--- config.mk ---
export PLATFORM = sky130hd
export DESIGN_NAME = multicycle_control
export DESIGN_NICKNAME = d
export VERILOG_FILES = /design/src/rtl/multicycle_control.sv
export SDC_FILE = /design/constraint.sdc
export NUM_CORES = 1
export LEC_CHECK = 0
export CORE_ASPECT_RATIO = 1.5
export CORE_UTILIZATION = 50
export DETAILED_ROUTE_END_ITERATION = 12
export GPL_TIMING_DRIVEN = 0
export PLACE_DENSITY = 0.76
export SYNTH_ARGS = -nofsm -noshare
export SYNTH_HDL_FRONTEND = slang
export SYNTH_SLANG_ARGS = --single-unit
--- constraint.sdc ---
create_clock -name clk -period 2.4 [get_ports clk]
set_clock_uncertainty 0.2 [all_clocks]
set_input_delay 0.24 -clock clk [delete_from_list [all_inputs] [get_ports clk]]
set_output_delay 0.24 -clock clk [all_outputs]
set_load 0.05 [all_outputs]
--- src/rtl/multicycle_control.sv ---
// multicycle_control: opcode-driven control FSM for the multicycle MIPS datapath.
// The FSM sequences each instruction through fetch, decode, execute, memory and writeback.
// It stalls on mem_ready and flags halt, illegal opcode and memory-wait timeout.
// Optional feature macro: BNE_SUPPORT_EN (decodes bne 000101 and drives branchNe).
//
// state  | meaning
// -------+---------------------------------------------
// 0      | FETCH   read instruction, PC+4 (waits on mem)
// 1      | DECODE  register read, branch target, dispatch
// 2      | MEMADR  lw/sw address compute
// 3      | MEMRD   lw data read (waits on mem)
// 4      | MEMWB   lw writeback from MDR
// 5      | MEMWR   sw data write (waits on mem)
// 6      | EXEC    R-type ALU operation
// 7      | ALUWB   R-type writeback to rd
// 8      | BRANCH  compare and conditional PC load
// 9      | ADDIEX  addi ALU operation
// 10     | ADDIWB  addi writeback to rt
// 11     | JUMP    PC load from jump target
// 12     | HALT    terminal, only reset leaves it
module multicycle_control #(
    parameter int OPCODE_W = 6,
    parameter int STATE_W  = 4,
    parameter int WAIT_MAX = 255
) (
    input  logic                clk,
    input  logic                rst,
    input  logic [OPCODE_W-1:0] opcode,
    input  logic                zero,
    input  logic                mem_ready,
    output logic                pcWrite,
    output logic                pcWriteCond,
    output logic                branchNe,
    output logic                iorD,
    output logic                memRead,
    output logic                memWrite,
    output logic                irWrite,
    output logic                memToReg,
    output logic                regDst,
    output logic                regWrite,
    output logic                aluSrcA,
    output logic [1:0]          aluSrcB,
    output logic [1:0]          aluOp,
    output logic [1:0]          pcSource,
    output logic                halted,
    output logic                illegal,
    output logic                mem_timeout,
    output logic [STATE_W-1:0]  state
);

    typedef enum logic [3:0] {
        S_FETCH  = 4'd0,  S_DECODE = 4'd1,  S_MEMADR = 4'd2,  S_MEMRD  = 4'd3,
        S_MEMWB  = 4'd4,  S_MEMWR  = 4'd5,  S_EXEC   = 4'd6,  S_ALUWB  = 4'd7,
        S_BRANCH = 4'd8,  S_ADDIEX = 4'd9,  S_ADDIWB = 4'd10, S_JUMP   = 4'd11,
        S_HALT   = 4'd12
    } state_t;

    typedef struct packed {
        logic       pc_write;
        logic       pc_write_cond;
        logic       ior_d;
        logic       mem_read;
        logic       mem_write;
        logic       mem_to_reg;
        logic       reg_dst;
        logic       reg_write;
        logic       alu_src_a;
        logic [1:0] alu_src_b;
        logic [1:0] alu_op;
        logic [1:0] pc_source;
    } ctrl_t;

    localparam logic [OPCODE_W-1:0] OP_RTYPE = OPCODE_W'(6'b000000);
    localparam logic [OPCODE_W-1:0] OP_LW    = OPCODE_W'(6'b100011);
    localparam logic [OPCODE_W-1:0] OP_SW    = OPCODE_W'(6'b101011);
    localparam logic [OPCODE_W-1:0] OP_BEQ   = OPCODE_W'(6'b000100);
    localparam logic [OPCODE_W-1:0] OP_ADDI  = OPCODE_W'(6'b001000);
    localparam logic [OPCODE_W-1:0] OP_J     = OPCODE_W'(6'b000010);
    localparam logic [OPCODE_W-1:0] OP_HALT  = OPCODE_W'(6'b111111);
    localparam logic [OPCODE_W-1:0] OP_BNE   = OPCODE_W'(6'b000101);

    localparam int                 CNT_W    = (WAIT_MAX > 0) ? $clog2(WAIT_MAX + 1) : 1;
    localparam logic [CNT_W-1:0]   CNT_MAX  = CNT_W'(WAIT_MAX);
    localparam logic [CNT_W-1:0]   CNT_LAST = CNT_W'((WAIT_MAX > 0) ? WAIT_MAX - 1 : 0);

    state_t            state_q, nxt;
    ctrl_t             ctrl_q;
    logic              bad_op;
    logic              stall;
    logic [CNT_W-1:0]  wait_cnt;
    logic              halted_q, illegal_q, timeout_q;

    // zero is consumed by the datapath's branch gate, not by the sequencer.
    logic unused_zero;
    assign unused_zero = zero;

    // Moore control word for each state; FETCH pc/ir loads are added separately.
    function automatic ctrl_t decode(input state_t s);
        ctrl_t c;
        c = '0;
        case (s)
            S_FETCH:  begin c.mem_read = 1'b1; c.alu_src_b = 2'b01; end
            S_DECODE: c.alu_src_b = 2'b11;
            S_MEMADR: begin c.alu_src_a = 1'b1; c.alu_src_b = 2'b10; end
            S_MEMRD:  begin c.mem_read = 1'b1; c.ior_d = 1'b1; end
            S_MEMWB:  begin c.reg_write = 1'b1; c.mem_to_reg = 1'b1; end
            S_MEMWR:  begin c.mem_write = 1'b1; c.ior_d = 1'b1; end
            S_EXEC:   begin c.alu_src_a = 1'b1; c.alu_op = 2'b10; end
            S_ALUWB:  begin c.reg_write = 1'b1; c.reg_dst = 1'b1; end
            S_BRANCH: begin
                c.alu_src_a = 1'b1; c.alu_op = 2'b01;
                c.pc_write_cond = 1'b1; c.pc_source = 2'b01;
            end
            S_ADDIEX: begin c.alu_src_a = 1'b1; c.alu_src_b = 2'b10; c.alu_op = 2'b11; end
            S_ADDIWB: c.reg_write = 1'b1;
            S_JUMP:   begin c.pc_write = 1'b1; c.pc_source = 2'b10; end
            default:  c = '0;
        endcase
        return c;
    endfunction

    // Next-state selection including opcode dispatch out of DECODE.
    always_comb begin
        nxt    = state_q;
        bad_op = 1'b0;
        case (state_q)
            S_FETCH:  nxt = mem_ready ? S_DECODE : S_FETCH;
            S_DECODE: begin
                case (opcode)
                    OP_RTYPE:     nxt = S_EXEC;
                    OP_LW, OP_SW: nxt = S_MEMADR;
                    OP_BEQ:       nxt = S_BRANCH;
`ifdef BNE_SUPPORT_EN
                    OP_BNE:       nxt = S_BRANCH;
`endif
                    OP_ADDI:      nxt = S_ADDIEX;
                    OP_J:         nxt = S_JUMP;
                    OP_HALT:      nxt = S_HALT;
                    default: begin
                        nxt    = S_FETCH;
                        bad_op = 1'b1;
                    end
                endcase
            end
            S_MEMADR: nxt = (opcode == OP_SW) ? S_MEMWR : S_MEMRD;
            S_MEMRD:  nxt = mem_ready ? S_MEMWB : S_MEMRD;
            S_MEMWR:  nxt = mem_ready ? S_FETCH : S_MEMWR;
            S_EXEC:   nxt = S_ALUWB;
            S_BRANCH: nxt = S_FETCH;
            S_ADDIEX: nxt = S_ADDIWB;
            S_HALT:   nxt = S_HALT;
            default:  nxt = S_FETCH;
        endcase
    end

    // A stall is any memory-state cycle without the ready handshake; the state holds then.
    assign stall = ((state_q == S_FETCH) || (state_q == S_MEMRD) || (state_q == S_MEMWR))
                   && !mem_ready;

    // State register, registered control word and sticky status flags.
    always_ff @(posedge clk or posedge rst) begin
        if (rst) begin
            state_q   <= S_FETCH;
            ctrl_q    <= decode(S_FETCH);
            wait_cnt  <= '0;
            halted_q  <= 1'b0;
            illegal_q <= 1'b0;
            timeout_q <= 1'b0;
        end else begin
            state_q   <= nxt;
            ctrl_q    <= decode(nxt);
            halted_q  <= halted_q | (nxt == S_HALT);
            illegal_q <= illegal_q | ((state_q == S_DECODE) && bad_op);
            if (!stall) begin
                wait_cnt <= '0;
            end else if (wait_cnt != CNT_MAX) begin
                wait_cnt <= wait_cnt + CNT_W'(1);
            end
            if ((WAIT_MAX > 0) && stall && (wait_cnt == CNT_LAST)) begin
                timeout_q <= 1'b1;
            end
        end
    end

`ifdef BNE_SUPPORT_EN
    logic bne_q;

    // One-bit opcode latch: remembers in DECODE whether the branch is a bne.
    always_ff @(posedge clk or posedge rst) begin
        if (rst) begin
            bne_q <= 1'b0;
        end else begin
            bne_q <= (state_q == S_DECODE) && (nxt == S_BRANCH) && (opcode == OP_BNE);
        end
    end

    assign branchNe = bne_q;
`else
    assign branchNe = 1'b0;
`endif

    assign pcWrite     = ctrl_q.pc_write | ((state_q == S_FETCH) & mem_ready);
    assign irWrite     = (state_q == S_FETCH) & mem_ready;
    assign pcWriteCond = ctrl_q.pc_write_cond;
    assign iorD        = ctrl_q.ior_d;
    assign memRead     = ctrl_q.mem_read;
    assign memWrite    = ctrl_q.mem_write;
    assign memToReg    = ctrl_q.mem_to_reg;
    assign regDst      = ctrl_q.reg_dst;
    assign regWrite    = ctrl_q.reg_write;
    assign aluSrcA     = ctrl_q.alu_src_a;
    assign aluSrcB     = ctrl_q.alu_src_b;
    assign aluOp       = ctrl_q.alu_op;
    assign pcSource    = ctrl_q.pc_source;
    assign halted      = halted_q;
    assign illegal     = illegal_q;
    assign mem_timeout = timeout_q;
    assign state       = STATE_W'(state_q);

endmodule

==> flow_summary_export.csv <==
group,metric,value,unit
outcome,status,"finished, final reports clean",
critical_path,crit_path_end_kind,"primary output",
floorplan,io_pins,34,
drt,drt_iter0_markers,35,
cts,clock_latency,0.27,ns
global_routing,grt_pass1_vias,1162,
global_routing,antenna_found_initial,0,
logic_synthesis,synth_cell_types,56,
critical_path,max_stage_delay,0.41,ns
min_path,min_from,"halted",
logic_synthesis,synth_area,1560,um^2
sta,setup-violations-final,0,
drt,drt_wl_total,3.34,mm
finish,area_growth,31.9,%
place,dpl.hpwl,2.62,mm
min_path,hp-class,"reg2reg",
cts,tritoncts,"done",
power,total_leakage_power,0.000903,uW
power,internal_power,1300,uW
logic_synthesis,ys_ff_latch,29,
global_routing,track_usage,21.6,%
critical_path,cp.required,1.96,ns
sta,finalHoldViolations,0,
finish,final_nets,200,
logic_synthesis,yosysTopAreaCellShare,43.2,%
cts,cts_buffers,5,
critical_path,timing.rr.start,"state[0]",
power,netSwitchingFraction,40.7,%
job,max_cap_viol_count,0,
finish,fin_area,2060,um^2
critical_path,startpoint_type,"register",
floorplan,die_h,70.5,um
logic_synthesis,synth_edf_count,0,
drt,drc_errors,0,
power,p_comb_share,47.8,%
finish,n_antenna_cell,0,
place,place_area,1940,um^2
global_routing,grt_max_degree,30,
floorplan,die_area,3360,um^2
power,ir_worst_vdd,879,uV
logic_synthesis,synth_nets,162,
critical_path,criticalPathCategory,"reg2out",
sta,slew_headroom,28.6,%
global_routing,grt_overflow,0,
place,place.gp.congestion,0.798,
critical_path,crit_arrival,1.86,ns
logic_synthesis,avgSynthCellArea,10.4,um^2
drt,dr.pass1.iters,4,
sta,setup_slack,0.0971,ns
critical_path,path_max_fanout,10,
place,post-place-ws,-0.145,ns
critical_path,slowest_stage,"dfrtp_2",
sta,fmax,434,MHz
power,pwr-share-seq,29.1,%
sta,period_share,96.0,%
cts,cts_buffer_depth,2,
sta,maxSlewViolCount,0,
drt,wl_per_cell,14.7,um
logic_synthesis,syn-instance-count,150,
critical_path,crit_chain,"buf_6, nor2_2, nor4b_4, or2_4, clkdlybuf4s15_2",
drt,vias,1236,
logic_synthesis,synth_area_leader_cell,"dfrtp_1",
cts,cts_root_buf,"clkbuf_8",
place,portBuffers,31,
floorplan,placementRows,24,
sta,worst_pin_slew,1.07,ns
finish,drive_gt1_share,20.6,%
cts,hold_buffers,0,
floorplan,start_util,53.1,%
logic_synthesis,synth_warnings,0,
floorplan,die_w,47.7,um
drt,postRouteAntennaNets,0,
power,power.density,1070,nW/um^2
cts,clk_pin_slew,0.06,ns
sta,period_needed,2.30,ns
logic_synthesis,ys.flop_type,"dfrtp_1",
sta,grt_setup_unrepaired,"no",
cts,cts_max_level,2,
logic_synthesis,post-synth-top-count-cell,"dfrtp_1",
cts,cts_sinks,29,
logic_synthesis,ys_top_cells_by_count,"dfrtp_1 (27), nor2_1 (13), nor3_1 (10)",
floorplan,coreArea,2940,um^2
global_routing,grt_pass1_wl,5.09,mm
cts,cts_setup_buffers,0,
logic_synthesis,seq_area_frac_synth,46.6,%
logic_synthesis,ys_top_cells_by_area,"dfrtp_1 (43%), buf_4 (3.8%), dfstp_2 (3.4%)",
power,p_sw,894,uW
finish,fillers,248,
critical_path,crit_start,"state[2]",
power,p_clk_share,23.2,%
drt,viasPerCell,5.42,
logic_synthesis,async_flop_share,100,%
## critical path, delay by kind of cell, from the launching register on
family / cells / cell delay (ns)
simple gates: 3 / 0.68
flops: 1 / 0.41
buf+inv: 2 / 0.50
## worst paths after layout
| path | end | slack (ns) | depth (start not counted) |
|---|---|---|---|
| max in group asynchronous | state[2] | 0.93 | 2 |
| worst min-delay path | halted | 0.27 | 1 |
| worst min register to register | halted | 0.27 | 1 |
| min in group asynchronous | wait_cnt[4] | 0.36 | 2 |
| worst max-delay path | pcWrite | 0.1 | 5 |
| worst max register to register | pcWriteCond | 0.26 | 6 |
## cells by family after synthesis
group	synth area share, %
flip-flops	46.6
buffers and inverters	7.76
adder cells (fa/ha/maj)	1.60
multiplexers	0.640
XOR/XNOR	3.92
AO/OA/AOI/OAI	14.6
AND/OR/NAND/NOR	24.6
other	0.240
## flip-flops by register name (all words and copies together), names as in the netlist
name         cells
state            4
memWrite         1
aluSrcB          2
iorD             1
pcWriteCond      1
ctrl_q           1
illegal          1
halted           1
pcSource         1
memToReg         1
regWrite         1
aluSrcA          1
aluOp            2
wait_cnt         8
memRead          1
mem_timeout      1
regDst           1
## timing repair
action / in CTS / in global routing
endpoints found under the setup margin: 2 / 0
hold endpoints to repair: 0 / 0
gates resized for setup: 7 / 0
## metrics by stage
| stage | TNS (ns) | utilization (%) | hold slack, ns | instances | power, uW |
|---|---|---|---|---|---|
| 2_1_floorplan | 0 | - | 0.117 | 150 | 1420 |
| 3_3_place_gp | -0.367 | 66.0 | 0.245 | 220 | 1690 |
| 3_5_place_dp | -0.471 | 66.0 | 0.255 | 220 | 1700 |
| 4_1_cts | 0 | 70.1 | 0.273 | 228 | 2210 |
| 5_1_grt | 0 | 70.1 | 0.283 | 228 | 2310 |
| 6_report | 0 | 70.1 | 0.265 | 228 | 2200 |
## cell type report
cell class / count / area (um^2) / share of cell area (%)
clock inverters: 1 / 30.0 / 1.46
multi-input cells: 101 / 734 / 35.6
plain buffers: 12 / 91.3 / 4.43
clock buffers: 7 / 86.3 / 4.18
inverters: 8 / 30.0 / 1.46
well taps: 39 / 48.8 / 2.37
repair buffers: 31 / 313 / 15.2
flip-flops and latches: 29 / 729 / 35.4
## power by group through the flow
stage               Sequential [uW]  Clock, uW  Combinational, uW
CTS                             640        518               1060
finish                          639        509               1050
detailed placement              648          0               1050
floorplan                       821          0                598
global placement                644          0               1040
global route                    651        541               1120
## cells in the final DEF, fill, tap and decap left out, drive strengths merged, types with 3 or more instances in the layout
cell           count
clkdlybuf4s50     29
dfrtp             27
nor2              13
buf               11
nor3              10
nand2              8
inv                8
clkbuf             8
nand4              6
a21oi              5
xor2               4
xnor2              3
nor3b              3
a31oi              3
o21ai              3
or2                3
## routing by layer
metal	share of wire (%)	track usage, %	up-vias	wire (um)
li1	-	-	612	-
met1	38	22.0	590	1270
met2	58	40.5	29	1940
met3	2.9	3.88	5	96
met4	1.2	7.41	0	39
met5	0	0	-	0
(Power assumes the default switching activity.)
==> RTL edit 1, RTL diff (same flow settings) <==
Put one more register stage on the output `mem_timeout`, without a reset. The value now appears one clock later. The other outputs are not delayed to match.
--- a/src/rtl/multicycle_control.sv
+++ b/src/rtl/multicycle_control.sv
@@ -214,7 +214,9 @@
     assign pcSource    = ctrl_q.pc_source;
     assign halted      = halted_q;
     assign illegal     = illegal_q;
-    assign mem_timeout = timeout_q;
+    always_ff @(posedge clk) begin
+        mem_timeout <= timeout_q;
+    end
     assign state       = STATE_W'(state_q);
 
 endmodule
Function: no difference found for any inputs over 10 cycles, from zero or initial values and one cycle with rst high; that may be too few to reach the edited logic, so the function may still have changed.
==> RTL edit 1 against the original RTL <==
  * Design area down 1.8%
  * Routed wire length rose by 1.7%
  * Die area is 0.46% higher
  * Sequential cell count is 1 higher
  * Area after synthesis increased by 0.48%
  * Total power is 6.5% lower
  * Via count grew 6.2%
  * Highest routed layer unchanged
  * Worst setup slack better by 0.0066 ns
==> RTL edit 1: results <==
[cells_and_area]
drive_gt1_frac = 0.1701
fin_nets = 205
largest_register_ffs = 8
n_fill_cell = 260

[pwr]
seqPwrFrac = 0.324
p_leak_nw = 0.9261
swShare = 0.4351
irDropWorstVdd_mv = 0.6762

[route]
dr.pass1.iters = 5
first_iter_violations = 39
wire_per_inst_um = 14.59
drt_wl_total_mm = 3.399
routed_via_density = 5.635

[synth]
yosys.area_share.adder = 0.01592
ys_types = 47
yosys.area_share.xor_xnor = 0.03901
synthTopCellsByCount = "27 x dfrtp_1, 17 x nor2_1, 9 x nand2_1, 9 x nand3_1"
synthArstFlopShare = 0.9667
syn-num-nets = 168
synthCells = 156
muxShareOfSynthArea = 0.006369
synth_area_leaders = "dfrtp_1 43%, nor2_1 4.1%, buf_4 3.3%"

[setup_path]
worst-r2r-setup-slack_ns = 0.21
cp_max_fo = 7
arrival_ns = 2.28

[sta]
fmax_mhz = 435.5
worst_slew_pin_slew_ns = 1.019

[global_route]
antenna_found_initial = 0
grt_pass1_vias = 1316
grt_usage = 0.2226
grt_pass1_wl_mm = 5.478

[placement]
dp_cells = 225
gp_congestion = 0.8144
place_hpwl_mm = 2.561
io_buffers = 30

[run_status]
status = "finished clean"

[clock_network]
h-tree-depth = 2
RTL edit 1: cell types whose count changed after synthesis, moves of 3 or more:
cell / before / now
nand3_1: 2 / 9
nor2_1: 13 / 17
and3_1: 1 / 5
nor3_1: 10 / 3
o21ai_0: 2 / 5
RTL edit 1: worst max-delay path, stage by stage:
cell and delay (ns):
clkdlybuf4s50_1 0.60, or3b_4 0.43, o311ai_4 0.28, nand3_2 0.20, nand4bb_4 0.28, o32ai_2 0.23
RTL edit 1: what timing repair did:
item / CTS / global route
buffers inserted: 0 / 0
gates resized for setup: 4 / 5
endpoints found under the setup margin: 2 / 3
hold endpoints to repair: 0 / 0
RTL edit 1: metal layers:
metal	GRT usage	routed length [µm]	vias to the layer above
met5	0	0	-
met2	0.4009	1962	36
met3	0.04847	100	7
met1	0.2326	1297	643
met4	0.08642	38	0
li1	-	-	627
RTL edit 1: worst paths after layout:
kind	start	cells after the start	endpoint
min in group asynchronous	rst	2	timeout_q
min	timeout_q	0	mem_timeout
min reg2reg	timeout_q	0	mem_timeout
max	opcode[3]	6	aluOp[1]
max reg2reg	state[3]	6	halted
max in group asynchronous	rst	2	wait_cnt[6]
RTL edit 1: power by group through the flow:
stage / Clock [W] / Combinational [W] / Sequential [W]
6_report: 0.000411 / 0.000978 / 0.000666
5_1_grt: 0.000447 / 0.00104 / 0.000676
4_1_cts: 0.000423 / 0.000972 / 0.000665
3_5_place_dp: 0 / 0.000976 / 0.000673
3_3_place_gp: 0 / 0.000963 / 0.000669
2_1_floorplan: 0 / 0.000498 / 0.000864
RTL edit 1: metrics by stage:
step / worst slack [ns] / cell area, µm² / hold slack (ns) / power [W]
floorplan: 0.07993 / 1572 / 0.1166 / 0.001362
global placement: -0.1369 / 1921 / 0.1597 / 0.001631
detailed placement: -0.1915 / 1921 / 0.1674 / 0.001649
CTS: 0.04740 / 2016 / 0.1828 / 0.002060
global route: 0.01634 / 2027 / 0.1882 / 0.002162
finish: 0.1037 / 2027 / 0.1750 / 0.002055
RTL edit 1: cell families (layout without fill, tap and decap cells):
kind of cell / after synthesis / count (layout)
simple gates: 71 / 71
flops: 30 / 30
compound gates: 25 / 25
buf+inv: 19 / 57
xor+xnor: 7 / 7
fa+ha+maj: 2 / 2
other cells: 1 / 1
mux: 1 / 1
RTL edit 1: final cells by class:
class / count / area [µm²] / area share
plain buffers: 12 / 76.32 / 0.03765
clock buffers: 6 / 82.58 / 0.04074
clock inverters: 2 / 12.51 / 0.006173
inverters: 7 / 26.28 / 0.01296
multi-input cells: 107 / 738.2 / 0.3642
flip-flops and latches: 30 / 748.2 / 0.3691
well taps: 39 / 48.80 / 0.02407
repair buffers: 30 / 294.0 / 0.1451
==> RTL edit 2, RTL diff (same settings) <==
Without the edit above. Set the parameter `WAIT_MAX` to 510 (it was 255).
--- a/src/rtl/multicycle_control.sv
+++ b/src/rtl/multicycle_control.sv
@@ -21,7 +21,7 @@
 module multicycle_control #(
     parameter int OPCODE_W = 6,
     parameter int STATE_W  = 4,
-    parameter int WAIT_MAX = 255
+    parameter int WAIT_MAX = 510
 ) (
     input  logic                clk,
     input  logic                rst,
Check against the original RTL: no difference found for any inputs over 10 cycles, from zero or initial values and one cycle with rst high; that may be too few to reach the edited logic, so the function may still have changed.
==> RTL edit 2 against the original RTL <==
  * Worst hold slack lost 0.027 ns
  * Worst setup slack gained 0.094 ns
  * Clock power grew 23%
  * Design area grew 7.0%
  * Routed wire length grew 9.3%
  * Sequential cell count grew 1
  * Largest cell class unchanged
  * Area after synthesis grew 11%
  * Total power grew 23%
  * Count of clock-buffer cells in the layout shrank 1
==> RTL edit 2: results <==
[global_route]
grt_usage = 0.2260
grt_start_max_net_pins = 31
grt_pass1_wl_mm = 6.134

[cells_and_area]
n_fill_cell = 254
largest_register_ffs = 9
drive_gt1_frac = 0.2319
instances_no_fill = 247
fin_nets = 219

[setup_path]
slowest_stage = "dlygate4sd2_1"
r2r_cells = 5
startpoint = "state[0]"
max_stage_delay_ns = 0.53
r2r_start = "state[1]"
arrival_ns = 1.77
worst-r2r-setup-slack_ns = 0.36
crit_end = "irWrite"

[floorplanning]
core_um2 = 3222

[pwr]
p_leak_nw = 0.9468
irDropWorstVdd_mv = 0.7879

[synth]
syn_area_per_cell_um2 = 10.18
syn-num-nets = 183
ys_types = 62
synth_area_leaders = "dfrtp_1 40%, buf_4 4.3%, dfstp_2 3.0%"
seq_area_frac_synth = 0.4353
synthTopCellsByCount = "28 x dfrtp_1, 13 x nor2_1, 10 x buf_4, 10 x nand2_1"

[placement]
io_buffers = 29
dp_cells = 239
gp_congestion = 0.8910
place_hpwl_mm = 2.680

[min_path]
hold_depth = 4
hp-start = "opcode[3]"
hold_class = "in2reg"

[route]
drt_wl_total_mm = 3.652

[run_status]
status = "finished clean"

[sta]
slew_headroom = 0.2759

[clock_network]
clkLatencyLatePin_ns = 0.28
-- RTL edit 2: cell types whose count changed in the layout (fill, tap and decap cells not counted), moves of 3 or more --
cell / before / now
a21oi_1: 4 / 7
nand2_1: 7 / 10
nand2b_1: 0 / 3
nor3_1: 10 / 6
o21ai_0: 2 / 5
or3_1: 1 / 6
-- RTL edit 2: layout make-up --
| class | count | area (µm²) | share of cell area |
|---|---|---|---|
| buffer | 16 | 116.4 | 0.05272 |
| clock buffer | 6 | 82.58 | 0.03741 |
| tap | 40 | 50.05 | 0.02268 |
| sequential | 30 | 753.2 | 0.3413 |
| multi-input combinational | 115 | 824.5 | 0.3736 |
| inverter | 9 | 36.28 | 0.01644 |
| clock inverter | 2 | 60.06 | 0.02721 |
| timing repair buffer | 29 | 284.0 | 0.1287 |
-- RTL edit 2: through the flow --
step	setup WS, ns	total power, W	area [µm²]
global placement	-0.09055	0.002072	2071
global route	0.08629	0.002854	2207
detailed placement	-0.08712	0.002103	2071
floorplan	0.1608	0.001730	1730
finish	0.1910	0.002709	2207
CTS	0.08504	0.002735	2211
-- RTL edit 2: worst min-delay path by stage --
stage | end
finish | illegal
global route | illegal
CTS | illegal
detailed placement | mem_timeout
global placement | halted
floorplan | aluOp[0]
-- RTL edit 2: worst reg2reg max path, delay by kind of cell, from the launching register on --
family                 cells  cell delay [ns]
and+or+nand+nor            2             0.44
AOI/OAI and AO/OA          2             0.65
buffers and inverters      1             0.20
DFF                        1             0.43
-- RTL edit 2: cells by family after synthesis --
logic type,count (synthesis),synth area share
buffers and inverters,25,0.08821
other,1,0.002167
adder cells (fa/ha/maj),3,0.02169
multiplexers,3,0.01952
AO/OA/AOI/OAI,39,0.1945
AND/OR/NAND/NOR,65,0.2184
flip-flops,30,0.4353
XOR/XNOR,4,0.02025
-- RTL edit 2: per-layer routing --
| layer | routed length, µm | vias to the layer above | global-route usage |
|---|---|---|---|
| met2 | 1994 | 36 | 0.3956 |
| met4 | 95 | 0 | 0.1365 |
| met1 | 1403 | 690 | 0.2477 |
| li1 | - | 679 | - |
| met5 | 0 | - | 0 |
| met3 | 158 | 7 | 0.04908 |
-- RTL edit 2: what timing repair did --
action | 4_1_cts | 5_1_grt
resized for setup | 2 | 2
setup endpoints to repair | 2 | 1
hold buffers | 0 | 0
-- RTL edit 2: power by group through the flow --
stage               clock network [W]  registers, W  logic, W
floorplan                           0      0.000922  0.000807
global placement                    0      0.000699   0.00137
detailed placement                  0      0.000704   0.00140
CTS                          0.000644      0.000694   0.00140
global route                 0.000659      0.000709   0.00149
finish                       0.000628      0.000693   0.00139
